### src/rtl/cpu_pkg.sv
// Shared definitions for the multicore CPU memory port: default widths and
// the state encoding of the memory readback controller.
package cpu_pkg;

    localparam int CPU_DATA_SIZE = 32;
    localparam int CPU_ADRS_SIZE = 11;

    typedef enum logic [2:0] {
        IDLE,
        HALT,
        READ,
        DRAIN,
        DONE
    } rb_state_t;

endpackage

### src/rtl/rb_fifo2.sv
// Two-entry FIFO holding {address, data} words returned by the memory.
// A push and a pop in the same cycle are allowed even when full.
module rb_fifo2 #(
    parameter int WIDTH = 43
) (
    input  logic             sys_clk,
    input  logic             resetn,
    input  logic             push,
    input  logic [WIDTH-1:0] push_word,
    input  logic             pop,
    output logic [WIDTH-1:0] head,
    output logic             full,
    output logic             empty
);

    logic [WIDTH-1:0] slot [2];
    logic             wr_ptr;
    logic             rd_ptr;
    logic [1:0]       level;
    logic             do_push;
    logic             do_pop;

    assign do_pop  = pop & ~empty;
    assign do_push = push & (~full | do_pop);

    assign head  = slot[rd_ptr];
    assign full  = (level == 2'd2);
    assign empty = (level == 2'd0);

    // Storage, pointers and occupancy advance on push/pop.
    always_ff @(posedge sys_clk) begin
        // NOTE: the two storage slots are reset because the head feeds the
        // streamed output directly, which must read zero out of reset.
        if (!resetn) begin
            slot[0] <= '0;
            slot[1] <= '0;
            wr_ptr  <= 1'b0;
            rd_ptr  <= 1'b0;
            level   <= 2'd0;
        end else begin
            // NOTE: non-blocking assignments keep every register here reading
            // its pre-edge value, so push and pop see a consistent level.
            if (do_push) begin
                slot[wr_ptr] <= push_word;
                wr_ptr       <= ~wr_ptr;
            end
            if (do_pop) begin
                rd_ptr <= ~rd_ptr;
            end
            case ({do_push, do_pop})
                2'b10:   level <= level + 2'd1;
                2'b01:   level <= level - 2'd1;
                default: level <= level;
            endcase
        end
    end

endmodule

### src/rtl/mem_readback_ctrl.sv
// Memory readback controller: halts the cores, burst-reads COUNT words from
// BASE (address wraps) and streams {address, data} on a valid/ready port.
module mem_readback_ctrl
    import cpu_pkg::*;
#(
    parameter int DATA_SIZE   = CPU_DATA_SIZE,
    parameter int ADRS_SIZE   = CPU_ADRS_SIZE,
    parameter int HALT_CYCLES = 4
) (
    input  logic                 sys_clk,
    input  logic                 resetn,
    input  logic                 run_req,
    output logic                 cpu_en,
    input  logic                 start,
    input  logic [ADRS_SIZE-1:0] base_adrs,
    input  logic [ADRS_SIZE:0]   count,
    output logic [ADRS_SIZE-1:0] r_adrs,
    output logic                 r_en,
    input  logic [DATA_SIZE-1:0] r_data,
    output logic [DATA_SIZE-1:0] out_data,
    output logic [ADRS_SIZE-1:0] out_adrs,
    output logic                 out_valid,
    input  logic                 out_ready,
    output logic                 busy,
    output logic                 done
);

    localparam int HALT_W = (HALT_CYCLES > 1) ? $clog2(HALT_CYCLES) : 1;
    localparam logic [HALT_W-1:0]    HALT_LAST = HALT_W'(HALT_CYCLES - 1);
    localparam logic [HALT_W-1:0]    HALT_ONE  = HALT_W'(1);
    localparam logic [ADRS_SIZE:0]   CNT_ONE   = {{ADRS_SIZE{1'b0}}, 1'b1};
    localparam logic [ADRS_SIZE-1:0] ADRS_ONE  = {{(ADRS_SIZE-1){1'b0}}, 1'b1};

    rb_state_t            state;
    logic [ADRS_SIZE:0]   cnt_q;
    logic [ADRS_SIZE:0]   issue_cnt;
    logic [ADRS_SIZE:0]   acc_cnt;
    logic [HALT_W-1:0]    halt_cnt;
    logic                 rd_vld;
    logic [ADRS_SIZE-1:0] rd_adrs;
    logic                 fifo_full;
    logic                 fifo_empty;
    logic [1:0]           fifo_level;
    logic                 pop;

    assign cpu_en     = run_req & (state == IDLE);
    assign out_valid  = ~fifo_empty;
    assign pop        = out_valid & out_ready;
    assign fifo_level = {fifo_full, ~fifo_full & ~fifo_empty};

    // Issue a read only if the word it returns is guaranteed a FIFO slot:
    // words held after this cycle's pop, plus the word arriving on r_data,
    // must leave room. Counting the pop is what allows 1 word/cycle.
    assign r_en = (state == READ) &&
                  (({1'b0, fifo_level} + {2'b00, rd_vld}) < (3'd2 + {2'b00, pop}));

    rb_fifo2 #(
        .WIDTH(ADRS_SIZE + DATA_SIZE)
    ) u_fifo (
        .sys_clk  (sys_clk),
        .resetn   (resetn),
        .push     (rd_vld),
        .push_word({rd_adrs, r_data}),
        .pop      (pop),
        .head     ({out_adrs, out_data}),
        .full     (fifo_full),
        .empty    (fifo_empty)
    );

    // Dump sequencing FSM with its counters, read address and r_en->data tag.
    always_ff @(posedge sys_clk) begin
        if (!resetn) begin
            state     <= IDLE;
            r_adrs    <= '0;
            cnt_q     <= '0;
            issue_cnt <= '0;
            acc_cnt   <= '0;
            halt_cnt  <= '0;
            rd_vld    <= 1'b0;
            rd_adrs   <= '0;
            busy      <= 1'b0;
            done      <= 1'b0;
        end else begin
            rd_vld  <= r_en;
            rd_adrs <= r_adrs;
            done    <= 1'b0;
            if (r_en) begin
                r_adrs    <= r_adrs + ADRS_ONE;
                issue_cnt <= issue_cnt + CNT_ONE;
            end
            if (pop) begin
                acc_cnt <= acc_cnt + CNT_ONE;
            end
            case (state)
                IDLE: begin
                    if (start) begin
                        r_adrs    <= base_adrs;
                        cnt_q     <= count;
                        issue_cnt <= '0;
                        acc_cnt   <= '0;
                        halt_cnt  <= '0;
                        busy      <= 1'b1;
                        if (count == '0) begin
                            state <= DONE;
                            done  <= 1'b1;
                        end else begin
                            state <= HALT;
                        end
                    end
                end
                HALT: begin
                    if (halt_cnt == HALT_LAST) begin
                        state <= READ;
                    end else begin
                        halt_cnt <= halt_cnt + HALT_ONE;
                    end
                end
                READ: begin
                    if (r_en && (issue_cnt == cnt_q - CNT_ONE)) begin
                        state <= DRAIN;
                    end
                end
                DRAIN: begin
                    if (pop && (acc_cnt == cnt_q - CNT_ONE)) begin
                        state <= DONE;
                        done  <= 1'b1;
                    end
                end
                DONE: begin
                    state <= IDLE;
                    busy  <= 1'b0;
                end
                default: state <= IDLE;
            endcase
        end
    end

endmodule
### config.mk
export PLATFORM = sky130hd
export DESIGN_NAME = mem_readback_ctrl
export DESIGN_NICKNAME = d
export VERILOG_FILES = /design/src/rtl/cpu_pkg.sv /design/src/rtl/rb_fifo2.sv /design/src/rtl/mem_readback_ctrl.sv
export SDC_FILE = /design/constraint.sdc
export NUM_CORES = 1
export LEC_CHECK = 0
export CAP_MARGIN = 0
export CORE_MARGIN = 2
export CORE_UTILIZATION = 50
export CTS_BUF_LIST = sky130_fd_sc_hd__clkbuf_8
export DETAILED_ROUTE_END_ITERATION = 10
export GPL_TIMING_DRIVEN = 0
export PLACE_DENSITY = 0.78
export SLEW_MARGIN = 20
export SYNTH_ARGS = -nofsm -noshare
export SYNTH_HDL_FRONTEND = slang
export SYNTH_SLANG_ARGS = --single-unit
### constraint.sdc
create_clock -name sys_clk -period 5.92 [get_ports sys_clk]
set_clock_uncertainty 0.15 [all_clocks]
set_input_delay 1.776 -clock sys_clk [delete_from_list [all_inputs] [get_ports sys_clk]]
set_output_delay 1.776 -clock sys_clk [all_outputs]
set_load 0.02 [all_outputs]
==> flow_metrics.tcl <==
set metrics [dict create \
    boundaryPins 119 \
    ant_nets 0 \
    core_um2 14400 \
    setup-violations-final 0 \
    crit_type "in -> out" \
    numCtsBuffers 17 \
    slew_violations 0 \
    clock_latency_ns 0.46 \
    p_sw_mw 0.622 \
    power_density_nw_per_um2 251 \
    drive_above_1_share 0.120 \
    vias 5386 \
    synth.distinct_cells 50 \
    cts_root_buffer "clkbuf_8" \
    synth_commonest_cells "and2_1 (101), edfxtp_1 (86), dfxtp_1 (71)" \
    worst_pin_slew_ns 0.855 \
    crit_arrival_ns 3.65 \
    grt_pass1_vias 5620 \
    post_cts_buffers 0 \
    ctsLongestPathBuffers 2 \
    critical_path_required_ns 3.99 \
    fillers 1111 \
    syn_inst 654 \
    drt_iter0_drc 363 \
    power_frac_clock 0.341 \
    status "complete, no violations" \
    nets 861 \
    cts-resized-gates 0 \
    cp_max_fo 14 \
    fmax_mhz 179 \
    routed_wl_um 16700 \
    area_delta_synth_final_pct 26.1 \
    tritoncts "done" \
    p_sw_frac 0.270 \
    maxCapViolCount 0 \
    p_int_mw 1.68 \
    wl_per_cell_um 16.9 \
    antenna_found_initial 0 \
    synth_area_um2 7270 \
    start_util 0.506 \
    synth_edf_count 86 \
    async_flop_share 0 \
    synth_area_leaders "edfxtp_1 (36%), dfxtp_1 (20%), and2_1 (8.7%)" \
    pwr-share-comb 0.133 \
    synthFlopType "edfxtp_1" \
    rsz0062_at_grt "false" \
    whs_ns 0.345 \
    grt_first_pass_wirelength_um 27600 \
    drcViolationCount 0 \
    worstRegToRegCells 10 \
    grt.total_usage 0.221 \
    totalPowerFinal_mw 2.30 \
    grt_max_degree 18 \
    start_kind "input pin" \
    synth-seq-cells 157 \
    hold_violations 0 \
    avgSynthCellArea_um2 11.1 \
    die_w_um 125 \
    clk_pin_slew_worst_paths_ns 0.08 \
    ff2ff_setup_slack_ns 2.81 \
    ys_seq_area_frac 0.551 \
    rows 44 \
    synth_most_common_cell "and2_1" \
    min_path_cells 2 \
    hp-class "reg -> reg" \
    port_buffers 118 \
    slew_headroom 0.426 \
    syn_nets 721 \
    firstDrtPassIters 5 \
    h-tree-depth 4 \
    die_area_um2 15500 \
    gp_congestion 0.931 \
    clock_sinks 157 \
    finalCritPeriodShare 0.942 \
    critPathCaptureType "output port" \
    power_frac_seq 0.526 \
    p_leak_nw 3.35 \
    die_h_um 125 \
    synth_area_leader_cell "edfxtp_1" \
    cts_hold_buf 0 \
    gr-total-overflow 0 \
    hpwlAfterDp_um 12300 \
    irDropWorstVdd_mv 0.115 \
    vias_per_cell 5.43 \
    layout_min_cycle_time_ns 5.58 \
    antenna_cells 0 \
    yosysWarnings 0 \
    synth_top_area_share 0.355 \
]
-- sequential cells by signal, indices dropped and copies added (netlist names), 3 cells and up, named ones only --
name,flops
r_adrs,11
cnt_q,12
acc_cnt,12
issue_cnt,12
state,3
rd_adrs,11
u_fifo.slot,86
-- cells in the final DEF, fill, tap and decap left out, types with 6 or more instances in the layout --
cell type        netlist  layout
ha_1                   7       7
nand4_1               10      10
mux2_2                43      43
xnor2_1               30      30
and3_1                11      11
a211oi_1               9       9
clkbuf_8               0      17
nor2_1                50      50
nor4_1                 6       6
clkdlybuf4s50_1        0     118
xor2_1                31      31
clkbuf_1              29      28
o21ai_0               12      10
dfxtp_1               71      71
nand2_1               49      49
or3_1                 10      10
edfxtp_1              86      86
nand3_1               10      10
and2_1               101     101
a21oi_1               24      24
inv_1                  8       8
nor3_1                 9       9
-- cell type report --
class                   instances  area (um2)  area share
multi-input cells             454        3120       0.340
clock buffers                  17         234      0.0255
repair buffers                122        1270       0.138
plain buffers                  33         138      0.0150
clock inverters                15         151      0.0165
well taps                     184         230      0.0251
inverters                       9        33.8     0.00368
flip-flops and latches        157        4000       0.437
-- layer usage --
metal | vias to the layer above | global-route usage | part of all wire | wire length (um)
met1 | 2637 | 0.270 | 0.43 | 7160
met5 | - | 0 | 0 | 0
met4 | 0 | 0.0747 | 0.019 | 311
met2 | 156 | 0.385 | 0.50 | 8410
li1 | 2571 | - | - | -
met3 | 22 | 0.0524 | 0.051 | 859
-- worst paths after layout --
check,start,to
hold reg to reg,halt_cnt[0]$_SDFFE_PN0P_,halt_cnt[0]$_SDFFE_PN0P_
hold / removal,halt_cnt[0]$_SDFFE_PN0P_,halt_cnt[0]$_SDFFE_PN0P_
setup reg to reg,cnt_q[0]$_SDFFE_PN0P_,done$_SDFF_PN0_
setup / recovery,out_ready,r_en
-- metrics by stage --
| step | setup WS, ns | cells | area, um2 | utilization | TNS (ns) |
|---|---|---|---|---|---|
| floorplan | 0.259 | 654 | 7270 | - | 0 |
| global placement | -2.04 | 956 | 8680 | 0.604 | -174.83 |
| detailed placement | -0.00804 | 960 | 8790 | 0.612 | -0.00804 |
| CTS | 0.347 | 991 | 9170 | 0.638 | 0 |
| global route | 0.266 | 991 | 9170 | 0.638 | 0 |
| finish | 0.344 | 991 | 9170 | 0.638 | 0 |
-- cells by family after synthesis --
logic type / synth area share
simple gates: 0.208
flops: 0.551
compound gates: 0.0552
xor+xnor: 0.0766
mux: 0.0735
buf+inv: 0.0241
fa+ha+maj: 0.0120
-- worst max-delay path, stage by stage --
cell	delay (ns)
clkdlybuf4s50_1	0.55
nor3b_1	0.21
o221a_2	0.43
clkdlybuf4s50_1	0.68
-- power groups by stage --
| stage | Clock [mW] | Combinational, mW | Sequential [mW] |
|---|---|---|---|
| floorplan | 0 | 0.165 | 1.24 |
| global placement | 0 | 0.294 | 1.24 |
| detailed placement | 0 | 0.304 | 1.24 |
| CTS | 0.799 | 0.306 | 1.21 |
| global route | 0.835 | 0.329 | 1.22 |
| finish | 0.784 | 0.306 | 1.21 |
Power figures use the tool's default switching activity.
